<file path="src/rtl/bcd_mod_counter_pkg.sv">
// Shared constants and helpers for the BCD time-keeping counters.
// Parameters are turned into BCD constants here, so the datapath never converts binary to BCD.
package bcd_mod_counter_pkg;

    localparam int unsigned BCD_W      = 4;
    localparam int unsigned MAX_DIGITS = 4;

    localparam int unsigned SEC_MOD    = 60;
    localparam int unsigned MIN_MOD    = 60;
    localparam int unsigned HOUR24_MOD = 24;
    localparam int unsigned HOUR12_MOD = 13;
    localparam int unsigned HOUR12_MIN = 1;

    typedef logic [BCD_W-1:0]            bcd_digit_t;
    typedef logic [MAX_DIGITS*BCD_W-1:0] bcd_word_t;

    // Used only on elaboration-time constants.
    function automatic bcd_word_t to_bcd(input int unsigned val);
        bcd_word_t   r;
        int unsigned t;
        r = '0;
        t = val;
        for (int unsigned i = 0; i < MAX_DIGITS; i++) begin
            r[i*BCD_W +: BCD_W] = bcd_digit_t'(t % 10);
            t = t / 10;
        end
        return r;
    endfunction

    function automatic logic digit_valid(input bcd_digit_t d);
        return d <= 4'd9;
    endfunction

endpackage

</file>
<file path="src/rtl/bcd_mod_counter_if.sv">
// Control/status bundle of one BCD modulo counter stage.
interface bcd_mod_counter_if #(
    parameter int unsigned DIGITS = 2
);
    import bcd_mod_counter_pkg::*;

    logic                    EN;
    logic                    UP;
    logic                    LOAD;
    logic [BCD_W*DIGITS-1:0] Data;
    logic [BCD_W*DIGITS-1:0] Value;
    logic                    TC;
    logic                    Carry;
    logic                    Borrow;
    logic                    LoadErr;

    modport master (
        output EN, UP, LOAD, Data,
        input  Value, TC, Carry, Borrow, LoadErr
    );

    modport slave (
        input  EN, UP, LOAD, Data,
        output Value, TC, Carry, Borrow, LoadErr
    );

endinterface

</file>
<file path="src/rtl/bcd_mod_counter_digit.sv">
// One BCD digit: synchronous reset/load, increment/decrement gated by the
// step from the lower digit, and a step output to the next digit.
module bcd_mod_counter_digit
    import bcd_mod_counter_pkg::*;
(
    input  logic       clk,
    input  logic       rst,
    input  bcd_digit_t rst_val,
    input  logic       load,
    input  bcd_digit_t load_val,
    input  logic       step_in,
    input  logic       up,
    output bcd_digit_t q,
    output logic       step_out
);

    bcd_digit_t q_next;

    always_comb begin
        q_next = q;
        if (step_in) begin
            if (up) begin
                q_next = (q == 4'd9) ? '0 : q + 4'd1;
            end else begin
                q_next = (q == 4'd0) ? 4'd9 : q - 4'd1;
            end
        end
    end

    assign step_out = step_in & (up ? (q == 4'd9) : (q == 4'd0));

    always_ff @(posedge clk) begin
        if (rst) begin
            q <= rst_val;
        end else if (load) begin
            q <= load_val;
        end else begin
            q <= q_next;
        end
    end

endmodule

</file>
<file path="src/rtl/bcd_mod_counter.sv">
// Multi-digit BCD modulo counter with up/down, validated parallel load,
// combinational terminal count for cascading and registered wrap pulses.
module bcd_mod_counter
    import bcd_mod_counter_pkg::*;
#(
    parameter int unsigned DIGITS  = 2,
    parameter int unsigned MODULUS = 60,
    parameter int unsigned MIN_VAL = 0
) (
    input logic              Clk,
    input logic              RST,
    bcd_mod_counter_if.slave bus
);

    localparam int unsigned  W        = BCD_W * DIGITS;
    localparam bcd_word_t    MAX_WORD = to_bcd(MODULUS - 1);
    localparam bcd_word_t    MIN_WORD = to_bcd(MIN_VAL);
    localparam logic [W-1:0] MAX_BCD  = MAX_WORD[W-1:0];
    localparam logic [W-1:0] MIN_BCD  = MIN_WORD[W-1:0];

    logic [W-1:0]      value;
    logic [W-1:0]      ld_val;
    logic [DIGITS-1:0] digit_ok;
    logic [DIGITS:0]   step;
    logic              step_unused;
    logic              at_max;
    logic              at_min;
    logic              above_min;
    logic              data_ok;
    logic              count;
    logic              wrap_up;
    logic              wrap_dn;
    logic              load_ok;
    logic              load_bad;
    logic              digit_load;
    logic              carry_q;
    logic              borrow_q;
    logic              lerr_q;

    always_comb begin
        digit_ok = '0;
        for (int unsigned i = 0; i < DIGITS; i++) begin
            digit_ok[i] = digit_valid(bus.Data[i*BCD_W +: BCD_W]);
        end
    end

    // With every digit legal, plain vector compare orders BCD words numerically.
    if (MIN_VAL == 0) begin : g_no_min
        assign above_min = 1'b1;
    end else begin : g_min
        assign above_min = (bus.Data >= MIN_BCD);
    end

    assign data_ok  = (&digit_ok) & above_min & (bus.Data <= MAX_BCD);
    assign at_max   = (value == MAX_BCD);
    assign at_min   = (value == MIN_BCD);

    assign count    = bus.EN & ~bus.LOAD;
    assign wrap_up  = count & bus.UP & at_max;
    assign wrap_dn  = count & ~bus.UP & at_min;
    assign load_ok  = bus.LOAD & data_ok;
    assign load_bad = bus.LOAD & ~data_ok;

    // Modulus wraps reuse the digit load path with a constant BCD target.
    assign digit_load = load_ok | wrap_up | wrap_dn;
    assign ld_val     = bus.LOAD ? bus.Data : (bus.UP ? MIN_BCD : MAX_BCD);
    assign step[0]    = count & ~(wrap_up | wrap_dn);

    for (genvar g = 0; g < DIGITS; g++) begin : g_digit
        bcd_mod_counter_digit u_digit (
            .clk      (Clk),
            .rst      (RST),
            .rst_val  (MIN_BCD[g*BCD_W +: BCD_W]),
            .load     (digit_load),
            .load_val (ld_val[g*BCD_W +: BCD_W]),
            .step_in  (step[g]),
            .up       (bus.UP),
            .q        (value[g*BCD_W +: BCD_W]),
            .step_out (step[g+1])
        );
    end

    assign step_unused = step[DIGITS];

    always_ff @(posedge Clk) begin
        if (RST) begin
            carry_q  <= 1'b0;
            borrow_q <= 1'b0;
            lerr_q   <= 1'b0;
        end else begin
            carry_q  <= wrap_up;
            borrow_q <= wrap_dn;
            lerr_q   <= load_bad;
        end
    end

    assign bus.Value   = value;
    assign bus.TC      = count & ~RST & ((bus.UP & at_max) | (~bus.UP & at_min));
    assign bus.Carry   = carry_q;
    assign bus.Borrow  = borrow_q;
    assign bus.LoadErr = lerr_q;

endmodule
</file>
<file path="src/flat_wrapper.sv">
// flat-port wrapper written by rule: the top's interface ports become plain ports
module bcd_mod_counter_flat import bcd_mod_counter_pkg::*;
#(
    parameter int unsigned DIGITS  = 2,
    parameter int unsigned MODULUS = 60,
    parameter int unsigned MIN_VAL = 0
)
  (Clk, RST, bus_EN, bus_UP, bus_LOAD, bus_Data, bus_Value, bus_TC, bus_Carry, bus_Borrow, bus_LoadErr);
  bcd_mod_counter_if #(.DIGITS(DIGITS)) bus_i ();
  input logic Clk;
  input logic RST;
  input wire logic [$bits(bus_i.EN)-1:0] bus_EN;
  input wire logic [$bits(bus_i.UP)-1:0] bus_UP;
  input wire logic [$bits(bus_i.LOAD)-1:0] bus_LOAD;
  input wire logic [$bits(bus_i.Data)-1:0] bus_Data;
  output wire logic [$bits(bus_i.Value)-1:0] bus_Value;
  output wire logic [$bits(bus_i.TC)-1:0] bus_TC;
  output wire logic [$bits(bus_i.Carry)-1:0] bus_Carry;
  output wire logic [$bits(bus_i.Borrow)-1:0] bus_Borrow;
  output wire logic [$bits(bus_i.LoadErr)-1:0] bus_LoadErr;
  assign bus_i.EN = bus_EN;
  assign bus_i.UP = bus_UP;
  assign bus_i.LOAD = bus_LOAD;
  assign bus_i.Data = bus_Data;
  assign bus_Value = bus_i.Value;
  assign bus_TC = bus_i.TC;
  assign bus_Carry = bus_i.Carry;
  assign bus_Borrow = bus_i.Borrow;
  assign bus_LoadErr = bus_i.LoadErr;
  bcd_mod_counter #(.DIGITS(DIGITS), .MODULUS(MODULUS), .MIN_VAL(MIN_VAL)) u_core (.Clk(Clk), .RST(RST), .bus(bus_i));
endmodule
</file>
<file path="config.mk">
export PLATFORM = sky130hd
export DESIGN_NAME = bcd_mod_counter_flat
export DESIGN_NICKNAME = d
export VERILOG_FILES = /design/src/rtl/bcd_mod_counter_pkg.sv /design/src/rtl/bcd_mod_counter_if.sv /design/src/rtl/bcd_mod_counter_digit.sv /design/src/rtl/bcd_mod_counter.sv /design/src/flat_wrapper.sv
export SDC_FILE = /design/constraint.sdc
export NUM_CORES = 1
export LEC_CHECK = 0
export ABC_CLOCK_PERIOD_IN_PS = 1800
export CORE_MARGIN = 2
export CORE_UTILIZATION = 44
export CTS_BUF_LIST = sky130_fd_sc_hd__clkbuf_4 sky130_fd_sc_hd__clkbuf_8
export DETAILED_ROUTE_END_ITERATION = 10
export PLACE_DENSITY = 0.77
export SLEW_MARGIN = 15
export SYNTH_ARGS = -nofsm -noshare
export SYNTH_HDL_FRONTEND = slang
export SYNTH_SLANG_ARGS = --single-unit
</file>
<file path="constraint.sdc">
create_clock -name Clk -period 1.8 [get_ports Clk]
set_input_delay 0.18 -clock Clk [delete_from_list [all_inputs] [get_ports Clk]]
set_output_delay 0.18 -clock Clk [all_outputs]
set_load 0.02 [all_outputs]
</file>
==> metrics.log <==
[metrics] power density normalized to cell area: 569 nW/um2
[metrics] Die Wd: 49.7 um
[metrics] top area cells in the synthesized netlist: sky130_fd_sc_hd__dfxtp_1, sky130_fd_sc_hd__a21oi_1, sky130_fd_sc_hd__clkbuf_1
[metrics] RePlAce Congestion: 0.881
[metrics] worst-skew pair later-pin latency: 270 ps
[metrics] least setup slack across all paths after layout: -279 ps
[metrics] number of buffers inserted during clock tree synthesis: 3
[metrics] number of DRC violations after detailed-routing iteration 0: 49
[metrics] pin count of the biggest net entering global routing: 19
[metrics] Fin Hold WS: 542 ps
[metrics] Worst Setup Start Kind: flop
[metrics] diode insertion count for antenna repair: 0
[metrics] Synth Net Count: 135
[metrics] total of flip-flops plus latches after synthesis: 11
[metrics] Top Usage Layer GRT: met2
[metrics] clock-pin slew on the worst setup and hold paths: 80 ps
[metrics] arrival time of data at the critical path endpoint: 1900 ps
[metrics] chip height: 49.7 um
[metrics] global-route track usage on met2: 42.0%
[metrics] Site Rows: 16
[metrics] async set-reset flop share out of synthesis: 0%
[metrics] Post-synth EDFFs: 0
[metrics] post-route antenna net violation count: 0
[metrics] Cells after Synth: 122
[metrics] pin slew with the least headroom to its limit: 371 ps
[metrics] met1 Resource Use GR: 33.0%
[metrics] violated checks: DRC, setup timing
[metrics] vias per inst: 5.81
[metrics] largest buffer count on any clock path: 2
[metrics] Worst slew margin: 75.0%
[metrics] Vias: 1121
[metrics] endpoint of the worst hold-timing path: u_core.g_digit[1].u_digit.q[1]
[metrics] count of hold-fix buffers inserted at cts: 0
[metrics] DRC violations left: 1
[metrics] fraction of post-synthesis cell area in the top cell type by area: 23.9%
[metrics] area delta synth->final: 54.7%
[metrics] fraction of layout instances using a drive strength above 1: 30.1%
[metrics] number of max-cap violations: 0
[metrics] Congestion Overflow GR: 0
[metrics] worst hold start: bus_Data[5]
[metrics] worst hold stages: 3
[metrics] crit path time final: 2080 ps
[metrics] maximum net fanout on the critical path: 2
[metrics] depth of the worst register-to-register path: 6
[metrics] overall global routing resource usage: 24.8%
[metrics] number of global-route vias before repair: 1079
[metrics] outcome: complete, but fails checks
[metrics] CTS sink count: 11
[metrics] wire length after detailed routing: 2820 um
[metrics] H-Tree Depth: 1
[metrics] wire length of the first global-routing pass: 4770 um
[metrics] post-route clock period utilization: 115%
[metrics] full die area: 2470 um2
[metrics] pre-CTS WS: -830 ps
[metrics] # nets final: 180
[metrics] syn avg cell area: 7.54 um2
[metrics] clock root cell: sky130_fd_sc_hd__clkbuf_4
[metrics] Final Max Tran Viols: 0
[metrics] layout filler cell count: 184
[metrics] class of the worst hold path: in2reg
[metrics] final hold violations: 0
[metrics] count of different cell masters after synthesis: 44
[metrics] total number of yosys warnings: 0
[metrics] worst path required time: 1620 ps
[metrics] Initial Utilization: 46.9%
[metrics] I/O pin cnt: 25
[metrics] HPWL Detailed: 2030 um
[metrics] kind of end point of the critical path: output pin
[metrics] Post-synth top flop: sky130_fd_sc_hd__dfxtp_1
[metrics] most common cell in the synthesized netlist: sky130_fd_sc_hd__dfxtp_1
[metrics] post-layout utilization of the core: 72.5%
[metrics] met3 capacity usage during global routing: 3.94%
[metrics] detail-routed net length per standard cell: 14.6 um
[metrics] number of port buffers: 24
[metrics] PnR Total Power: 0.000809 W
[metrics] sequential area share after synthesis: 23.9%
[metrics] reg-to-reg startpoint: u_core.g_digit[0].u_digit.q[1]
[metrics] area of the mapped netlist: 920 um2
[metrics] cell taking the most area after synthesis: sky130_fd_sc_hd__dfxtp_1
[metrics] TritonCTS clock tree: built
[metrics] first-pass detailed-route iteration total: 9
[metrics] Max Fclk: 481 MHz
[metrics] CP Class: reg2out
[metrics] number of failing setup endpoints in the final timing report: 2
[metrics] worst reg-to-reg setup slack: -120 ps
[metrics] Setup Fix Bufs, Post-CTS: 0
[metrics] antenna violations before repair: 0
[metrics] highest ir drop seen on vdd: 0.371 mV
[metrics] P_leak: 0.555 nW
[metrics] most frequent cells after synthesis: sky130_fd_sc_hd__dfxtp_1, sky130_fd_sc_hd__a21oi_1, sky130_fd_sc_hd__clkbuf_1, sky130_fd_sc_hd__nor2_1, sky130_fd_sc_hd__o21ai_0
[metrics] core area: 1960 um2
[metrics] Clock Skews: 2.75 ps
[metrics] startpoint of the most critical setup path: u_core.g_digit[0].u_digit.q[1]
[metrics] unrepaired setup endpoints after global routing: yes
[metrics] endpoint of the lowest-slack register-to-register path: u_core.g_digit[1].u_digit.q[2]
## per-layer routing
layer / share of wire, % / up-vias
met5: 0 / -
met4: 0.21 / 0
met3: 7.0 / 2
met2: 48 / 60
met1: 45 / 512
li1: - / 547
## worst max-delay path, cell delays in order (launching register included)
cell and delay [ps]:
sky130_fd_sc_hd__dfxtp_2 330, sky130_fd_sc_hd__or4b_4 570, sky130_fd_sc_hd__nor4_4 170, sky130_fd_sc_hd__nand2b_1 130
sky130_fd_sc_hd__a221oi_4 280, sky130_fd_sc_hd__buf_6 150
## where the power goes
part           internal (W)  leakage [nW]  switching, W
clock              0.000101        0.0184     0.0000891
sequential         0.000259        0.0912    0.00000801
combinational      0.000174         0.445      0.000179
## repair_timing
action / in CTS / in global routing
setup endpoints to repair: 4 / 8
pin swaps: 1 / 0
gates resized for setup: 8 / 5
## how the worst max path moves through the flow
| stage | to | slack [ps] | cells after the start |
|---|---|---|---|
| final | bus_TC | -280 | 5 |
| after global routing | bus_TC | -370 | 5 |
| after CTS | bus_TC | -290 | 5 |
| after detailed placement | bus_TC | -830 | 6 |
| after global placement | bus_TC | -760 | 6 |
| after floorplan | bus_TC | -180 | 6 |
## flip-flops by register name, summed over array words and instances, names as in the netlist
signal / flops
u_core.bus.Borrow: 1
u_core.bus.Carry: 1
u_core.bus.LoadErr: 1
u_core.g_digit.u_digit.q: 8
## layout make-up
type,instances,area (um2),share of cell area [%]
Multi-Input combinational cell,94,662,46.5
Timing Repair Buffer,53,458,32.2
Sequential cell,11,224,15.7
Tap cell,27,33.8,2.37
Clock buffer,4,30.0,2.11
Inverter,4,15.0,1.06
## cell families (layout without fill, tap and decap cells)
group                     Yosys count  count (layout)  synth area share [%]
and+or+nand+nor                    48              48                  32.0
AOI/OAI and AO/OA                  41              41                  30.5
buffers and inverters              17              61                  8.71
DFF                                11              11                  23.9
xor gates and xnor gates            4               4                  3.81
muxes                               1               1                  1.09
## layout by cell type, fill, tap and decap left out, types with 3 or more instances in the layout
cell | netlist | layout
sky130_fd_sc_hd__a21oi_1 | 10 | 9
sky130_fd_sc_hd__a22oi_1 | 3 | 3
sky130_fd_sc_hd__and3_1 | 3 | 3
sky130_fd_sc_hd__buf_4 | 0 | 29
sky130_fd_sc_hd__clkbuf_4 | 0 | 4
sky130_fd_sc_hd__clkdlybuf4s50_1 | 0 | 22
sky130_fd_sc_hd__dfxtp_1 | 11 | 8
sky130_fd_sc_hd__dfxtp_2 | 0 | 3
sky130_fd_sc_hd__inv_1 | 4 | 4
sky130_fd_sc_hd__nand2_1 | 5 | 5
sky130_fd_sc_hd__nand2b_1 | 4 | 4
sky130_fd_sc_hd__nand3_1 | 6 | 6
sky130_fd_sc_hd__nor2_1 | 9 | 9
sky130_fd_sc_hd__nor3_1 | 5 | 4
sky130_fd_sc_hd__o21ai_0 | 7 | 7
sky130_fd_sc_hd__o22ai_1 | 3 | 3
sky130_fd_sc_hd__or2_2 | 4 | 4
sky130_fd_sc_hd__xnor2_1 | 3 | 3
## stage by stage
| step | setup TNS (ps) | instance area [um2] | instances |
|---|---|---|---|
| after floorplan | -308 | 942 | 122 |
| after global placement | -2400 | 1370 | 189 |
| after detailed placement | -2930 | 1370 | 189 |
| after CTS | -400 | 1400 | 193 |
| after global routing | -571 | 1420 | 193 |
| final | -395 | 1420 | 193 |
Power figures use the tool's default switching activity.
==> RTL change 1, RTL diff (config.mk and constraints unchanged) <==
The package constant `BCD_W` goes from 4 to 6.
--- a/src/rtl/bcd_mod_counter_pkg.sv
+++ b/src/rtl/bcd_mod_counter_pkg.sv
@@ -2,7 +2,7 @@
 // Parameters are turned into BCD constants here, so the datapath never converts binary to BCD.
 package bcd_mod_counter_pkg;
 
-    localparam int unsigned BCD_W      = 4;
+    localparam int unsigned BCD_W      = 6;
     localparam int unsigned MAX_DIGITS = 4;
 
     localparam int unsigned SEC_MOD    = 60;
Ports: changed (resized bus_Data and bus_Value); port bits go from 25 to 33. No check against the original RTL was run, so the function may have changed too.
==> RTL change 1 against the original RTL <==
The run ends with setup timing left; synthesized cell count is 43% higher; clock power is 15% higher; cell count is 52% higher; wire length is 96% higher; sequential cell count is 4 higher; area after synthesis is 48% higher; design area is 67% higher; worst setup slack better by 0.17 ns; sequential power is 42% higher; total power is 65% higher; first-iteration DRC count is 150% higher; highest routed layer unchanged.
==> RTL change 1: results <==
export IMPL_outcome="complete, but fails checks"
export IMPL_violations="setup timing"
export IMPL_finalSetupViolations=9
export IMPL_arrival_ns=2.13
export IMPL_dr_pass1_iters=5
export IMPL_nonClkBufAreaFrac_pct=34.6
export IMPL_setup_ws_ns=-0.108
export IMPL_synth_cell_types=55
export IMPL_crit_path_top_delay_cell="dfxtp_4"
export IMPL_seq_area_um2=315
export IMPL_grt_usage_pct=28.5
export IMPL_multi_input_gates=141
export IMPL_fillers=178
export IMPL_first_global_vias=1576
export IMPL_fin_nets=287
export IMPL_synth_compound_area_share_pct=31.5
export IMPL_power_leakage_nw=0.994
export IMPL_yosys_top_cells_area="dfxtp_1 (22%), ha_1 (7.3%), a21oi_1 (4.4%)"
export IMPL_ir_drop_v=0.000335
export IMPL_n_all_inverters=7
export IMPL_largest_reg_flops=12
export IMPL_io_buffers=32
export IMPL_muxShareOfSynthArea_pct=1.56
export IMPL_gp_congestion=0.931
export IMPL_placed_cell_area_um2=2100
RTL change 1: cell types whose count changed in the layout (fill, tap and decap cells not counted), sizes merged, moves of 4 or more:
cell,before,now
ha,0,8
clkdlybuf4s50,22,30
nand2,5,14
dfxtp,11,15
buf,30,63
RTL change 1: repair_timing:
| item | in CTS | in global routing |
|---|---|---|
| endpoints found under the setup margin | 10 | 13 |
| pin swaps | 14 | 18 |
| setup buffers | 5 | 7 |
| resized for setup | 26 | 22 |
RTL change 1: path summary, 6_finish.rpt:
path / cells past startpoint / to / start / slack, ns
max: 9 / u_core.g_digit[0].u_digit.q[3] / u_core.g_digit[1].u_digit.q[1] / -0.11
min: 3 / u_core.g_digit[1].u_digit.q[1] / bus_Data[7] / 0.47
min reg2reg: 3 / u_core.g_digit[1].u_digit.q[5] / u_core.g_digit[1].u_digit.q[5] / 0.66
max reg2reg: 9 / u_core.g_digit[0].u_digit.q[3] / u_core.g_digit[1].u_digit.q[1] / -0.11
RTL change 1: report_power, final:
part / internal (mW) / switching [mW] / leakage (nW)
logic: 0.374 / 0.364 / 0.852
clock network: 0.0829 / 0.135 / 0.0177
registers: 0.352 / 0.0260 / 0.125
total: 0.809 / 0.525 / 0.994
RTL change 1: per-stage QoR:
stage	instances	setup WS, ns	hold slack [ns]
after floorplan	175	-0.0387	0.258
after global placement	279	-0.450	0.604
after detailed placement	279	-0.418	0.608
after CTS	287	-0.0604	0.470
after global routing	294	-0.175	0.492
final	294	-0.108	0.473
RTL change 1: layer usage:
metal	global-route usage [%]	part of all wire, %	vias up
met5	0	0	-
met4	8.25	2.3	0
met3	4.98	11	18
met2	45.5	48	131
met1	39.3	39	891
li1	-	-	840
==> RTL change 2, RTL diff (same settings) <==
Without the edit above. Reset style: asynchronous (`RST`), changed in one clocked block. Comments in the files are not updated.
--- a/src/rtl/bcd_mod_counter.sv
+++ b/src/rtl/bcd_mod_counter.sv
@@ -82,7 +82,7 @@
 
     assign step_unused = step[DIGITS];
 
-    always_ff @(posedge Clk) begin
+    always_ff @(posedge Clk or posedge RST) begin
         if (RST) begin
             carry_q  <= 1'b0;
             borrow_q <= 1'b0;
Check against the original RTL: differs if RST is asserted again (counterexample within 4 cycles, from zero or initial values and one cycle with RST high); with RST held inactive, the same outputs for 10 cycles.
==> RTL change 2 against the original RTL <==
Total power is 7.7% higher; die area is 7.0% higher; wire length is 1.7% higher; critical path type is now reg -> reg; worst setup slack better by 0.36 ns; design area is 2.2% higher; first-iteration DRC count is 29% lower; largest cell class unchanged; highest routed layer unchanged; maximum frequency is 21% higher; critical endpoint is now u_core.g_digit[0].u_digit.q[3]; sequential cell count stayed put; area after synthesis is 7.6% higher.
==> RTL change 2: results <==
export IMPL_fmax_mhz=583
export IMPL_drt_iter0_drc=35
export IMPL_wirelength_um=2870
export IMPL_grt_max_degree=17
export IMPL_r2r_slack_ns=0.08
export IMPL_clkCellAreaFrac_pct=2.07
export IMPL_grt_first_pass_wirelength_um=4780
export IMPL_synth_common_cells="nor2_1 (15), dfxtp_1 (8), o21ai_0 (8)"
export IMPL_syn_num_nets=136
export IMPL_final_util_pct=67.0
export IMPL_taps=28
export IMPL_fin_nets=183
export IMPL_intPower_uw=558
export IMPL_fillers=201
export IMPL_power_leakage_nw=0.582
export IMPL_nonClkBufAreaFrac_pct=31.8
export IMPL_grt_usage_pct=23.8
export IMPL_grtUsageMet1_pct=31.2
export IMPL_placed_cells=193
export IMPL_arrival_ns=1.88
export IMPL_synth_cell_types=51
export IMPL_outcome="complete, no violations"
export IMPL_seq_share_pct=16.5
export IMPL_max_slew_margin_pct=73.0
export IMPL_global_route_usage_met2_pct=40.6
export IMPL_p_clk_share_pct=22.9
export IMPL_synth_compound_area_share_pct=30.8
export IMPL_multi_input_area_share_pct=46.2
export IMPL_power_density_nw_per_um2=599
export IMPL_muxShareOfSynthArea_pct=1.01
export IMPL_cp_max_fo=5
==> RTL change 2: routing by layer <==
metal / wire length (um) / part of all wire [%]
met1: 1230 / 43
met2: 1400 / 49
met3: 211 / 7.4
met4: 38 / 1.3
met5: 0 / 0
==> RTL change 2: cell families (layout without fill, tap and decap cells) <==
family / Yosys count / after routing
XOR/XNOR: 2 / 2
buffers and inverters: 16 / 62
AO/OA/AOI/OAI: 41 / 41
flip-flops: 11 / 11
AND/OR/NAND/NOR: 52 / 52
multiplexers: 1 / 1
==> RTL change 2: worst max-delay path: stages, from the launching register on <==
cell and delay, ns:
dfxtp_4 0.40, nand2_2 0.07, buf_4 0.15, or3_4 0.39, nor2_1 0.15, a2111oi_0 0.09, o32ai_1 0.35
==> RTL change 2: timing repair <==
item,CTS,global route
pin swaps,0,1
hold endpoints to repair,0,0
gates resized for setup,7,4
endpoints found under the setup margin,2,4
